$ cat config.mk
export PLATFORM = sky130hd
export DESIGN_NAME = updown_count_tracker
export DESIGN_NICKNAME = d
export VERILOG_FILES = /design/src/rtl/updown_tracker_pkg.sv /design/src/rtl/updown_count_tracker_classifier.sv /design/src/rtl/updown_count_tracker.sv
export SDC_FILE = /design/constraint.sdc
export NUM_CORES = 1
export LEC_CHECK = 0
export BUFFER_PORTS_ARGS = -buffer_cell sky130_fd_sc_hd__buf_2
export CAP_MARGIN = 10
export CORE_ASPECT_RATIO = 0.5
export CORE_UTILIZATION = 45
export CTS_CLUSTER_SIZE = 12
export DETAILED_ROUTE_END_ITERATION = 10
export PLACE_DENSITY = 0.74
export REMOVE_ABC_BUFFERS = 1
export SLEW_MARGIN = 20
export SYNTH_ARGS = -nofsm -noshare
export SYNTH_HDL_FRONTEND = slang
export SYNTH_SLANG_ARGS = --single-unit
$ cat constraint.sdc
create_clock -name clk -period 4.4 [get_ports clk]
set_input_delay 0.44 -clock clk [delete_from_list [all_inputs] [get_ports clk]]
set_output_delay 0.44 -clock clk [all_outputs]
set_load 0.05 [all_outputs]
$ cat src/rtl/updown_tracker_pkg.sv
// Shared types and constants for the up/down count tracker.
package updown_tracker_pkg;

  localparam int unsigned ERR_CNT_W = 8;

  typedef enum logic [1:0] {
    UNLOCKED = 2'd0,
    TRACK    = 2'd1,
    FAULT    = 2'd2
  } track_state_e;

  typedef enum logic [2:0] {
    HOLD    = 3'd0,
    INC     = 3'd1,
    DEC     = 3'd2,
    WRAP_UP = 3'd3,
    WRAP_DN = 3'd4,
    ILLEGAL = 3'd5
  } step_class_e;

endpackage

$ cat src/rtl/updown_count_tracker_classifier.sv
// Classifies one observed count sample against the previous one.
module updown_step_classifier
  import updown_tracker_pkg::*;
#(
  parameter int unsigned WIDTH     = 4,
  parameter int unsigned MAX_COUNT = (1 << WIDTH) - 1
) (
  input  logic [WIDTH-1:0] prev,
  input  logic [WIDTH-1:0] in_count,
  input  logic             in_overflow,
  output step_class_e      step_class
);

  localparam int unsigned W1 = WIDTH + 1;

  logic [WIDTH:0] p_ext;
  logic [WIDTH:0] c_ext;
  logic [WIDTH:0] max_ext;

  assign p_ext   = {1'b0, prev};
  assign c_ext   = {1'b0, in_count};
  assign max_ext = W1'(MAX_COUNT);

  // Unit steps use a widened compare so a flagless wrap never aliases to INC/DEC.
  always_comb begin
    step_class = ILLEGAL;
    if (c_ext > max_ext) begin
      step_class = ILLEGAL;
    end else if (p_ext == max_ext && c_ext == '0 && in_overflow) begin
      step_class = WRAP_UP;
    end else if (p_ext == '0 && c_ext == max_ext && in_overflow) begin
      step_class = WRAP_DN;
    end else if (c_ext == p_ext) begin
      step_class = HOLD;
    end else if (c_ext == p_ext + W1'(1) && !in_overflow) begin
      step_class = INC;
    end else if (c_ext + W1'(1) == p_ext && !in_overflow) begin
      step_class = DEC;
    end
  end

endmodule

$ cat src/rtl/updown_count_tracker.sv
// Rebuilds an extended position from a narrow up/down wrap counter and flags illegal transitions.
module updown_count_tracker
  import updown_tracker_pkg::*;
#(
  parameter int unsigned WIDTH     = 4,
  parameter int unsigned MAX_COUNT = (1 << WIDTH) - 1,
  parameter int unsigned EXT_WIDTH = 16,
  parameter int unsigned ERR_LIMIT = 3
) (
  input  logic                 clk,
  input  logic                 rst,
  input  logic                 sync_req,
  input  logic                 in_valid,
  input  logic [WIDTH-1:0]     in_count,
  input  logic                 in_overflow,
  output logic [EXT_WIDTH-1:0] position,
  output logic                 locked,
  output logic                 dir,
  output logic                 step_pulse,
  output logic                 wrap_up_pulse,
  output logic                 wrap_dn_pulse,
  output logic                 err_pulse,
  output logic [ERR_CNT_W-1:0] err_count
);

  localparam int unsigned CERR_W = $clog2(ERR_LIMIT + 1);

  track_state_e         state_q, state_d;
  step_class_e          cls;
  logic [WIDTH-1:0]     prev_q, prev_d;
  logic [EXT_WIDTH-1:0] pos_q, pos_d;
  logic [CERR_W-1:0]    cerr_q, cerr_d;
  logic [ERR_CNT_W-1:0] errc_q, errc_d;
  logic                 locked_q, locked_d;
  logic                 dir_q, dir_d;
  logic                 step_q, step_d;
  logic                 wup_q, wup_d;
  logic                 wdn_q, wdn_d;
  logic                 err_q, err_d;

  updown_step_classifier #(
    .WIDTH     (WIDTH),
    .MAX_COUNT (MAX_COUNT)
  ) u_classifier (
    .prev        (prev_q),
    .in_count    (in_count),
    .in_overflow (in_overflow),
    .step_class  (cls)
  );

  always_ff @(posedge clk or posedge rst) begin
    if (rst) begin
      state_q  <= UNLOCKED;
      prev_q   <= '0;
      pos_q    <= '0;
      cerr_q   <= '0;
      errc_q   <= '0;
      locked_q <= 1'b0;
      dir_q    <= 1'b0;
      step_q   <= 1'b0;
      wup_q    <= 1'b0;
      wdn_q    <= 1'b0;
      err_q    <= 1'b0;
    end else begin
      state_q  <= state_d;
      prev_q   <= prev_d;
      pos_q    <= pos_d;
      cerr_q   <= cerr_d;
      errc_q   <= errc_d;
      locked_q <= locked_d;
      dir_q    <= dir_d;
      step_q   <= step_d;
      wup_q    <= wup_d;
      wdn_q    <= wdn_d;
      err_q    <= err_d;
    end
  end

  always_comb begin
    state_d = state_q;
    prev_d  = prev_q;
    pos_d   = pos_q;
    cerr_d  = cerr_q;
    errc_d  = errc_q;
    dir_d   = dir_q;
    step_d  = 1'b0;
    wup_d   = 1'b0;
    wdn_d   = 1'b0;
    err_d   = 1'b0;

    if (sync_req) begin
      state_d = UNLOCKED;
      cerr_d  = '0;
    end else if (in_valid) begin
      case (state_q)
        UNLOCKED: begin
          prev_d  = in_count;
          pos_d   = EXT_WIDTH'(in_count);
          state_d = TRACK;
        end
        TRACK: begin
          // Re-anchor on every sample, illegal ones included.
          prev_d = in_count;
          case (cls)
            HOLD: cerr_d = '0;
            INC, WRAP_UP: begin
              pos_d  = pos_q + EXT_WIDTH'(1);
              dir_d  = 1'b1;
              step_d = 1'b1;
              wup_d  = (cls == WRAP_UP);
              cerr_d = '0;
            end
            DEC, WRAP_DN: begin
              pos_d  = pos_q - EXT_WIDTH'(1);
              dir_d  = 1'b0;
              step_d = 1'b1;
              wdn_d  = (cls == WRAP_DN);
              cerr_d = '0;
            end
            default: begin
              err_d  = 1'b1;
              errc_d = (errc_q == '1) ? errc_q : errc_q + ERR_CNT_W'(1);
              cerr_d = cerr_q + CERR_W'(1);
              if (cerr_d == CERR_W'(ERR_LIMIT)) begin
                state_d = FAULT;
              end
            end
          endcase
        end
        default: ;
      endcase
    end

    locked_d = (state_d == TRACK);
  end

  assign position      = pos_q;
  assign locked        = locked_q;
  assign dir           = dir_q;
  assign step_pulse    = step_q;
  assign wrap_up_pulse = wup_q;
  assign wrap_dn_pulse = wdn_q;
  assign err_pulse     = err_q;
  assign err_count     = errc_q;

endmodule

### Yosys cells after proc, flatten, opt, wreduce, memory -nomap -nowiden

Cells that the tools add are included.

* register bits: 38
* input bits: 9
* output and inout port bits: 30
* logic and storage cells: 94

* add/sub/neg operators: 6
* order comparisons: 1
* equality and inequality tests: 14
* mux-type cells: 34
* bitwise operators: 3
* reduce and logical (&&, ||, !) cells: 25

Operator list (count)
* $pmux 16 s2: 2
* $mux 3: 6
* $add 16x1->16 const B: 1
* $mux 1: 16
* $mux 2: 8
* $sub 16x1->16 const B: 1
* $add 4x1->5 const B: 2
* $logic_not 5->1: 2
* $add 8x1->8 const B: 1
* $eq 4x4->1 const B: 2
* $eq 8x8->1 const B: 1
* $reduce_and 4->1: 2
* $reduce_bool 2->1: 4
* $eq 3x2->1 const B: 2
* $logic_and 1x1->1: 6
* $reduce_or 2->1: 3
* $eq 4x5->1: 1
* $eq 5x4->1: 1
* $reduce_and 5->1: 1
* $reduce_or 5->1: 1
* $eq 2x1->1 const B: 2
* $eq 4x4->1: 1
* $gt 4x4->1 const B: 1
* $pmux 2 s2: 1
* other kinds (13): 15

### Longest topological paths before layout

Gate-level depths: netlist (run 1).

* depth after elaboration: 16
* depth in mapped cells: 16
* gate-level depth less buffers: 15

### By module

Synthesis (run 1) repeated with hierarchy kept, for this count alone.

* cells, all modules: 277
* area, all modules: 2595.0 um^2

Modules (own cells, without submodules)
* updown_count_tracker: times used 1, cells each 242, area an instance 2322.2 um^2, sequential area each 950.9 um^2
* updown_step_classifier: times used 1, cells each 35, area an instance 272.8 um^2, sequential area each 0.0 um^2

### Least setup slack after synthesis (run 1)

OpenSTA, ideal clock, no wires.

* kind: in2reg
* start point: input port in_count[1]
* end point: register pos_q[14] (netlist: position[14])
* library setup time: 121 ps
* arrival time: 4246 ps
* data required time: 4279 ps
* slack: 33 ps
* stages on the path: 16
* path buffers: 1
* cell sequence: clkbuf_1 > inv_1 > ha_1 > xnor2_1 > and3_1 > a31oi_4 > nor2b_1 > ha_1 > a21o_1 > a21oi_1 > o21ai_1 > o31a_1 > a311oi_1 > a21oi_1 > xor2_1 > a22o_1

* cells in the longest elaborated chain, start to end: 13
* elaborated cells on any way between the ends: 29
* those cells by class: 1 x add/sub; 1 x order compare; 9 x eq/ne; 8 x mux; 10 x reduce/logical

RTL lines
* start, declared: RTL line updown_count_tracker.sv:14 `input logic [WIDTH-1:0] in_count,`
* $add 4x1->5: RTL line updown_count_tracker_classifier.sv:37 `end else if (c_ext + W1'(1) == p_ext && !in_overflow) begin`
* $eq 5x4->1: RTL line updown_count_tracker_classifier.sv:37
* $logic_and 1x1->1: RTL line updown_count_tracker_classifier.sv:37
* $mux 3: RTL line updown_count_tracker_classifier.sv:37
* $mux 3: RTL line updown_count_tracker_classifier.sv:35 `end else if (c_ext == p_ext + W1'(1) && !in_overflow) begin`
* $mux 3: RTL line updown_count_tracker_classifier.sv:33 `end else if (c_ext == p_ext) begin`
* $mux 3: RTL line updown_count_tracker_classifier.sv:31 `end else if (p_ext == '0 && c_ext == max_ext && in_overflow) begin`
* $mux 3: RTL line updown_count_tracker_classifier.sv:29 `end else if (p_ext == max_ext && c_ext == '0 && in_overflow) begin`
* $mux 3 (*): RTL line updown_count_tracker_classifier.sv:27 `if (c_ext > max_ext) begin`
* $eq 3x3->1 (tied with other cells): RTL line updown_count_tracker.sv:104 `case (cls)`
* $reduce_or 2->1
* $pmux 16 s2 or $ne 3x3->1 (tied branches)
* $pmux 16 s2 or $reduce_and 4->1 (tied branches)
* end signal, assigned: RTL line updown_count_tracker.sv:67 `pos_q <= pos_d;`
* end, declared: RTL line updown_count_tracker.sv:31 `logic [EXT_WIDTH-1:0] pos_q, pos_d;`

Mark *: on every way between the ends. The rest lies on a longest branch, timed or not.
A chain may end at the register's enable or synchronous reset.

### Final worst setup path (run 1)

* start point: register prev_q[1]
* end point: register pos_q[14] (netlist: position[14])

* cells in the longest elaborated chain, start to end: 12
* elaborated cells on any way between the ends: 28
* those cells by class: 1 x add/sub; 9 x eq/ne; 8 x mux; 10 x reduce/logical

RTL lines
* start, declared: RTL line updown_count_tracker.sv:30 `logic [WIDTH-1:0] prev_q, prev_d;`
* start signal, assigned: RTL line updown_count_tracker.sv:66 `prev_q <= prev_d;`
* $add 4x1->5 or $eq 5x4->1 (tied branches): RTL line updown_count_tracker_classifier.sv:35, updown_count_tracker_classifier.sv:37
* $eq 4x5->1 or $logic_and 1x1->1 (tied branches): RTL line updown_count_tracker_classifier.sv:35, updown_count_tracker_classifier.sv:37
* $logic_and 1x1->1 or $mux 3 (tied branches): RTL line updown_count_tracker_classifier.sv:35, updown_count_tracker_classifier.sv:37
* $mux 3: RTL line updown_count_tracker_classifier.sv:35
* $mux 3: RTL line updown_count_tracker_classifier.sv:33
* $mux 3: RTL line updown_count_tracker_classifier.sv:31
* $mux 3 (*): RTL line updown_count_tracker_classifier.sv:29
* $mux 3 (*): RTL line updown_count_tracker_classifier.sv:27
* $eq 3x3->1 (tied with other cells): RTL line updown_count_tracker.sv:104
* $reduce_or 2->1
* $pmux 16 s2 or $ne 3x3->1 (tied branches)
* $pmux 16 s2 or $reduce_and 4->1 (tied branches)

Marks and branches as above.

==> results of run 1 <==
==> worst register-to-register path, delay by kind of cell (launching register included) <==
kind | cells | cell delay (ps)
AOI/OAI and AO/OA | 8 | 1780
adders and majority gates | 2 | 700
and+or+nand+nor | 2 | 530
DFF | 1 | 460
xor gates and xnor gates | 2 | 320
buffers and inverters | 1 | 90
==> routing by layer <==
metal	wire, um	share of wire	track usage
met1	2339	0.48	0.2361
met2	2376	0.48	0.3508
met3	162	0.033	0.04600
met4	31	0.0063	0.04167
met5	0	0	0
==> cell families after synthesis <==
group / count (synthesis) / share of synthesized area
xor+xnor: 31 / 0.1153
mux: 4 / 0.01810
buf+inv: 15 / 0.02430
simple gates: 68 / 0.1453
flops: 38 / 0.3930
compound gates: 61 / 0.1820
fa+ha+maj: 23 / 0.1220
==> where the power goes <==
group	leakage, nW	internal, mW	switching (mW)
Sequential	0.507	0.389	0.0505
Combinational	0.922	0.110	0.242
Clock	0.0683	0.227	0.135
Total	1.50	0.726	0.428
==> sequential cells by signal, summed over array words and instances, names as in the netlist <==
| signal | cells |
|---|---|
| step_pulse | 1 |
| prev_q | 4 |
| err_pulse | 1 |
| position | 16 |
| wrap_dn_pulse | 1 |
| wrap_up_pulse | 1 |
| dir | 1 |
| err_count | 8 |
| locked | 1 |
| state_q | 2 |
| cerr_q | 2 |
==> how the worst max path moves through the flow <==
stage,startpoint,endpoint,slack (ps),depth (start not counted)
global placement,in_count[1],position[14],510,15
finish,prev_q[1],position[14],410,15
CTS,prev_q[1],position[14],410,15
detailed placement,in_count[1],position[14],330,15
floorplan,in_count[0],position[14],240,14
global route,prev_q[1],position[14],140,15
==> Yosys cell counts, drive strengths merged (2+ instances only) <==
master,n
ha,22
a21oi,17
o21ai,12
nand2b,2
nand3,9
nor2b,4
xor2,10
nand4,11
clkbuf,3
xnor2,21
a22o,10
nor3,7
dfrtp,38
a21o,7
inv,10
nand2,16
a311oi,2
nor4,2
nor2,11
buf,2
a31oi,6
mux2,3
and3,5
==> per-stage QoR <==
step           setup WS, ps  hold WS, ps  area (sq um)  utilization  total power [mW]
6_report              411.2        245.3          2844       0.5637             1.154
5_1_grt               141.0        301.0          2844       0.5637             1.216
4_1_cts               414.5        258.2          2844       0.5637             1.166
3_5_place_dp          326.9        476.2          2706       0.5365            0.7997
3_3_place_gp          506.7        473.6          2706       0.5365            0.7920
2_1_floorplan         240.4        446.2          2399            -            0.7118
==> cell type report <==
class                           instances  share of cell area
Sequential cell                        38              0.3344
Inverter                               10             0.01320
Clock buffer                            5             0.02420
Tap cell                               70             0.03080
Clock inverter                          3             0.02420
Multi-Input combinational cell        187              0.4958
Timing Repair Buffer                   42             0.07743
==> run_results.csv, run 1 <==
group,metric,value,unit
cells_and_area,n_antenna_cell,0,
die,rows,18,
synthesis,avgSynthCellArea,10.08,sq um
cells_and_area,drive_gt1_frac,0.2035,
setup_path,crit_family,"compound AO/OA/AOI/OAI gates",
setup_path,crit_fanout,5,
cells_and_area,final_cell_mix,"dfrtp_1 (38), buf_2 (38), ha_1 (22), xnor2_1 (21), a21oi_1 (17)",
setup_path,start_kind,"flop",
setup_path,cp_data_arrival_time,4180,ps
timing,fin_crit_sh,0.9065,
setup_path,slowest_stage,"dfrtp_1",
global_route,antenna_found_initial,0,
drt,dr.pass1.iters,4,
setup_path,cp_slowest_stage_delay,460,ps
global_route,grt.total_usage,0.1913,
synthesis,syn-cell-area,0.002420,sq mm
placement,hpwl,3.591,mm
setup_path,r2r_slack,410,ps
die,ios,39,
setup_path,crit_chain,"inv_1 -> ha_1 -> xor2_1 -> a31oi_1 -> nand4_1 -> nor2b_1 -> fa_1 -> a21o_1 -> a21oi_1 -> o21ai_1 -> o31a_1 -> a311oi_1 -> a21oi_1 -> xor2_1 -> a22o_1",
timing,fin_crit,3989,ps
drt,first_iter_violations,43,
drt,drc_errors,0,
status,status,"finished clean",
cells_and_area,layoutNonFillerInstCount,355,
clocking,h-tree-depth,2,
power,vdd_ir_drop_max,0.1612,mV
global_route,grt_max_degree,39,
cells_and_area,seq_area,950.9,sq um
synthesis,yosysSeqAreaShare,0.3930,
setup_path,critPathRequiredTime,4590,ps
die,fp.dieW,105.7,um
synthesis,netlist.area_leader.share,0.3930,
timing,rsz0062_at_grt,"no",
clocking,clock_latency,290,ps
die,die-area,0.005693,sq mm
global_route,grt_first_pass_wirelength,8.418,mm
timing,setup_violations,0,
power,static-leakage-power,1.497,nW
setup_path,ff2ff_path_depth,15,
clocking,cts_tree,"done",
die,die_h,53.86,um
worst_hold_path,hold_class,"in2async",
clocking,cts_setup_buffers,0,
power,power.density,405.9,mW/mm^2
timing,max_freq,250.7,MHz
setup_path,path_class,"reg2reg",
synthesis,synth.distinct_cells,40,
clocking,numCtsBuffers,5,
synthesis,synthArstFlopShare,1.000,
clocking,ctsResizeCount,0,
placement,place.gp.congestion,0.8990,
setup_path,reg2reg_from,"prev_q[1]",
setup_path,cp-end-kind,"flop",
synthesis,ys_top_cells_by_area,"dfrtp_1 (39%), ha_1 (11%), xnor2_1 (7.6%)",
cells_and_area,multi_input_area,0.001410,sq mm
timing,tightestPinTransition,621.4,ps
setup_path,reg2reg_to,"position[14]",
synthesis,syn-instance-count,240,
drt,wl,4.910,mm
drt,detail_route.wl_per_cell,13.83,um
global_route,grt_pass1_vias,1830,
timing,slew_headroom,0.5819,
clocking,postCtsHoldBufs,0,
die,initial_core_util,0.4797,
clocking,root_buffer,"clkbuf_8",
drt,vias_per_cell,5.366,
clocking,clkTransAtPathRegs,80,ps
synthesis,ys_seq_elements,38,
cells_and_area,nNetsFinal,316,
timing,slew_viol_final,0,
drt,antenna_left,0,
run,drv_cap,0,
placement,placed_cells,347,
synthesis,synth_flop_cell,"dfrtp_1",
drt,vias,1905,
clocking,clock_sinks,38,
synthesis,yosys_warnings,0,
setup_path,path_buf_inv,1,
global_route,grt-ovfl-total,0,
placement,port_buffers,38,
synthesis,synth_enable_flop_cells,0,
cells_and_area,areaGrowthSynthToFinish,17.53,%
clocking,max-clock-path-buffers,2,
timing,fin_tns_setup,0,ps
synthesis,yosys.area.top_type,"dfrtp_1",
die,core_area,0.005045,sq mm
cells_and_area,filler_cell_count,448,
timing,finalHoldViolCount,0,
timing,finClkSkew,7.176,ps
No activity file was read; power rests on OpenSTA's default activity.
==> run 2, diff against run 1 <==
Settings changed: CORE_UTILIZATION 45 to 51, PLACE_DENSITY 0.74 to 0.82.
==> run 2 against run 1 <==
  * Final cell count is 3.7% lower
  * Routed wire length rose by 8.4%
  * Cell area shrank 0.57%
  * Clock skew fell by 3.0 ps
  * Register-to-register slack got worse by 100 ps
  * Critical path type unchanged
  * Highest routed layer unchanged
==> run_results.csv, run 2 (synthesis results as in run 1) <==
group,metric,value,unit
power,p_clk_frac,0.312,
die,die-area,0.005041,sq mm
cells_and_area,final_cell_area,0.002828,sq mm
global_route,grt_busiest_layer,"met2",
timing,slew_headroom,0.6008,
global_route,grtUsageMet2,0.3866,
setup_path,cp-end-kind,"flop",
die,ios,39,
die,rows,17,
timing,fin_crit_sh,0.9294,
clocking,h-tree-depth,2,
cells_and_area,layoutNonFillerInstCount,342,
power,combPwrFrac,0.308,
timing,rsz0062_at_grt,"no",
cells_and_area,n_antenna_cell,0,
setup_path,critPathRequiredTime,4600,ps
cells_and_area,nNetsFinal,316,
status,status,"finished clean",
drt,dr.pass1.iters,7,
timing,finalHoldViolCount,0,
placement,dpl_cell_area,0.002690,sq mm
clocking,max-clock-path-buffers,2,
clocking,clock_sinks,38,
die,core_area,0.004467,sq mm
placement,port_buffers,38,
drt,drc_errors,0,
timing,max_freq,244.5,MHz
timing,fin_crit,4089,ps
drt,vias_per_cell,5.857,
timing,setup_violations,0,
global_route,grt_pass1_vias,1955,
global_route,met1_usage,0.2746,
die,die_h,50.71,um
clocking,clkTransAtPathRegs,80,ps
worst_hold_path,hold_class,"in2async",
global_route,antenna_found_initial,0,
setup_path,ff2ff_path_depth,15,
global_route,grt_first_pass_wirelength,8.818,mm
clocking,cts_setup_buffers,0,
placement,place.gp.congestion,0.8962,
clocking,clock_latency,300,ps
clocking,root_buffer,"clkbuf_8",
drt,detail_route.wl_per_cell,15.56,um
setup_path,slowest_stage,"dfrtp_1",
power,power.density,413.3,mW/mm^2
setup_path,cp_slowest_stage_delay,460,ps
power,p_int,727.4,uW
power,vdd_ir_drop_max,0.1789,mV
clocking,ctsResizeCount,0,
power,p_sw_frac,0.3776,
global_route,grt.total_usage,0.2277,
timing,fin_tns_setup,0,ps
drt,antenna_left,0,
timing,slew_viol_final,0,
power,switchingPower,441.3,uW
placement,placed_cells,334,
cells_and_area,largest_reg_flops,16,
global_route,grtUsageMet3,0.05432,
drt,vias,2003,
timing,finClkSkew,4.155,ps
setup_path,path_class,"reg2reg",
setup_path,start_kind,"flop",
drt,wl,5.320,mm
power,static-leakage-power,1.497,nW
clocking,cts_tree,"done",
power,total_power,1.169,mW
drt,first_iter_violations,86,
cells_and_area,areaGrowthSynthToFinish,16.86,%
cells_and_area,drive_gt1_frac,0.2035,
die,initial_core_util,0.5417,
clocking,numCtsBuffers,5,
cells_and_area,final_cell_mix,"dfrtp_1 (38), buf_2 (38), ha_1 (22), xnor2_1 (21), a21oi_1 (17)",
setup_path,cp_data_arrival_time,4290,ps
die,fp.dieW,99.42,um
global_route,grt-ovfl-total,0,
setup_path,crit_chain,"inv_1 -> ha_1 -> xor2_1 -> a31oi_1 -> nand4_1 -> nor2b_1 -> fa_1 -> a21o_1 -> a21oi_1 -> o21ai_1 -> o31a_1 -> a311oi_1 -> a21oi_1 -> xor2_1 -> a22o_1",
global_route,grt_max_degree,39,
setup_path,r2r_slack,310,ps
power,seqPwrFrac,0.379,
run,drv_cap,0,
setup_path,crit_fanout,5,
timing,tightestPinTransition,593.4,ps
placement,hpwl,3.780,mm
clocking,postCtsHoldBufs,0,
==> run 2: worst paths after layout <==
| path | from | endpoint |
|---|---|---|
| worst max-delay path | prev_q[1] | position[14] |
| worst min-delay path | rst | err_count[4] |
| worst max register to register | prev_q[1] | position[14] |
| worst min register to register | state_q[1] | locked |
| max in group asynchronous | rst | position[9] |
| min in group clk | sync_req | cerr_q[1] |
==> run 2: layout make-up <==
| type | count | area [sq um] |
|---|---|---|
| Timing Repair Buffer | 42 | 220.2 |
| Clock buffer | 5 | 68.82 |
| Fill cell | 357 | 1639 |
| Sequential cell | 38 | 950.9 |
| Clock inverter | 3 | 68.82 |
| Inverter | 10 | 37.54 |
| Tap cell | 57 | 71.32 |
| Multi-Input combinational cell | 187 | 1410 |
==> run 2: critical path: cells and delay by family (launching register included) <==
| kind | cells | cell delay [ps] |
|---|---|---|
| xor+xnor | 2 | 330 |
| fa+ha+maj | 2 | 720 |
| flops | 1 | 460 |
| compound gates | 8 | 1890 |
| simple gates | 2 | 510 |
| buf+inv | 1 | 80 |
==> run 2: metal layers <==
layer / part of all wire / vias to the layer above
met3: 0.051 / 19
met2: 0.48 / 70
met1: 0.44 / 951
li1: - / 963
met5: 0 / -
met4: 0.024 / 0
==> run 2: per-stage QoR <==
| step | util | hold WS, ps | setup WS, ps |
|---|---|---|---|
| after global placement | 0.6022 | 471.0 | 516.0 |
| after detailed placement | 0.6022 | 478.1 | 361.7 |
| final | 0.6331 | 246.5 | 310.6 |
| after CTS | 0.6331 | 266.2 | 421.0 |
| after global routing | 0.6331 | 292.3 | 163.3 |
| after floorplan | - | 446.2 | 240.4 |
==> run 2: power groups by stage <==
stage / clock network, mW / registers [mW] / logic (mW)
final: 0.365 / 0.443 / 0.361
after global routing: 0.381 / 0.450 / 0.385
after CTS: 0.370 / 0.442 / 0.361
after detailed placement: 0 / 0.449 / 0.358
after global placement: 0 / 0.444 / 0.347
after floorplan: 0 / 0.557 / 0.155
==> run 3, diff against run 2 <==
Settings changed: REMOVE_ABC_BUFFERS 1 to default.
==> run 3 against run 2 <==
  * Combinational power fell by 2%
  * Critical path depth did not move
  * Total power fell by 6.6%
  * Via count fell by 1.6%
  * Sequential cell count did not move
  * Sequential share of layout area rose by 0.35 points
  * Utilization fell by 0.64 points
  * Clock power fell by 18%
  * Routed wire length fell by 7.1%
  * Count of clock-buffer cells in the layout did not move
  * Worst hold slack improved by 0.77 ps
  * Critical endpoint unchanged
  * Largest power group unchanged
==> run_results.csv, run 3 (synthesis results as in run 1) <==
group,metric,value,unit
status,status,"finished clean",
cells_and_area,final_cell_area,0.002799,sq mm
placement,hpwl,3.639,mm
setup_path,cp-end-kind,"flop",
die,die-area,0.005041,sq mm
cells_and_area,nNetsFinal,316,
global_route,grt_pass1_vias,1955,
setup_path,r2r_slack,500,ps
timing,fin_crit_sh,0.8875,
drt,vias,1971,
timing,slew_headroom,0.5580,
drt,detail_route.wl_per_cell,14.45,um
die,die_h,50.71,um
power,power.density,389.8,mW/mm^2
worst_hold_path,hold_class,"in2async",
global_route,grt_max_degree,39,
drt,first_iter_violations,61,
setup_path,critPathRequiredTime,4590,ps
setup_path,crit_fanout,5,
timing,finalHoldViolCount,0,
timing,fin_crit,3905,ps
cells_and_area,filler_cell_count,350,
setup_path,slowest_stage,"dfrtp_1",
timing,holdWs,247.3,ps
clocking,cts_setup_buffers,0,
clocking,clkTransAtPathRegs,80,ps
synthesis,synthesis.nets,272,
global_route,grt_first_pass_wirelength,8.390,mm
drt,wl,4.941,mm
clocking,postCtsHoldBufs,0,
die,core_area,0.004467,sq mm
cells_and_area,largest_reg_flops,16,
run,drv_cap,0,
setup_path,ff2ff_path_depth,15,
timing,finClkSkew,1.615,ps
die,rows,17,
global_route,grt-ovfl-total,0,
placement,dpl_cell_area,0.002690,sq mm
setup_path,reg2reg_from,"prev_q[1]",
timing,setup_violations,0,
placement,port_buffers,38,
timing,max_freq,256.1,MHz
clocking,root_buffer,"clkbuf_8",
timing,slew_viol_final,0,
power,static-leakage-power,1.486,nW
timing,rsz0062_at_grt,"no",
setup_path,crit_end,"position[14]",
clocking,ctsResizeCount,0,
drt,antenna_left,0,
setup_path,crit_chain,"inv_1 -> ha_1 -> xor2_1 -> a31oi_1 -> nand4_1 -> nor2b_1 -> fa_1 -> a21o_1 -> a21oi_1 -> o21ai_1 -> o31a_1 -> a311oi_1 -> a21oi_1 -> xor2_1 -> a22o_1",
die,initial_core_util,0.5417,
setup_path,crit_family,"compound AO/OA/AOI/OAI gates",
setup_path,startpoint,"prev_q[1]",
clocking,cts_tree,"done",
global_route,antenna_found_initial,0,
clocking,max-clock-path-buffers,2,
setup_path,start_kind,"flop",
setup_path,cp_data_arrival_time,4100,ps
timing,fin_tns_setup,0,ps
drt,vias_per_cell,5.763,
drt,drc_errors,0,
global_route,grt.total_usage,0.2169,
cells_and_area,n_antenna_cell,0,
die,ios,39,
setup_path,reg2reg_to,"position[14]",
setup_path,path_buf_inv,1,
drt,dr.pass1.iters,4,
clocking,clock_sinks,38,
cells_and_area,drive_gt1_frac,0.2035,
setup_path,cp_slowest_stage_delay,460,ps
setup_path,path_class,"reg2reg",
setup_path,crit_cells,15,
clocking,h-tree-depth,2,
clocking,numCtsBuffers,5,
clocking,clock_latency,300,ps
power,vdd_ir_drop_max,0.2288,mV
timing,tightestPinTransition,657.0,ps
placement,place.gp.congestion,0.9054,
cells_and_area,areaGrowthSynthToFinish,15.67,%
die,fp.dieW,99.42,um
cells_and_area,final_cell_mix,"dfrtp_1 (38), buf_2 (38), ha_1 (22), xnor2_1 (21), a21oi_1 (17)",
run 3: cell type report:
class | instances | area [sq um] | area share
multi-input combinational | 187 | 1410 | 0.5038
sequential | 38 | 950.9 | 0.3397
timing repair buffer | 42 | 220.2 | 0.07868
tap | 57 | 71.32 | 0.02548
clock buffer | 5 | 68.82 | 0.02459
clock inverter | 3 | 40.04 | 0.01430
inverter | 10 | 37.54 | 0.01341
run 3: worst reg2reg max path: cells and delay by family (launching register included):
family / cells / cell delay, ps
compound gates: 8 / 1730
simple gates: 2 / 470
buf+inv: 1 / 80
flops: 1 / 460
xor+xnor: 2 / 320
fa+ha+maj: 2 / 710
run 3: per-layer routing:
metal	vias up	track usage	wire, um	part of all wire
li1	962	-	-	-
met1	939	0.2674	2355	0.48
met2	58	0.3738	2275	0.46
met3	12	0.04596	222	0.045
met4	0	0.09314	88	0.018
met5	-	0	0	0
run 3: metrics by stage:
step                  util  power (mW)  setup slack (ps)  cells
floorplan                -      0.7137             32.84    240
global route        0.6266       1.149             197.7    342
global placement    0.6022      0.7883             516.4    334
finish              0.6266       1.091             495.1    342
detailed placement  0.6022      0.7985             350.6    334
CTS                 0.6266       1.097             523.1    342
run 3: how the worst min path moves through the flow:
| stage | startpoint | end | slack, ps |
|---|---|---|---|
| 6_report | rst | position[13] | 250 |
| 5_1_grt | rst | position[0] | 300 |
| 4_1_cts | rst | err_count[2] | 260 |
| 3_5_place_dp | err_count[6] | err_count[6] | 480 |
| 3_3_place_gp | state_q[1] | locked | 470 |
| 2_1_floorplan | state_q[1] | locked | 450 |
run 3: power breakdown:
part,internal (mW),total (mW),switching (mW)
Combinational,0.110,0.353,0.243
Clock,0.167,0.298,0.131
Sequential,0.389,0.441,0.0518
Total,0.666,1.09,0.426
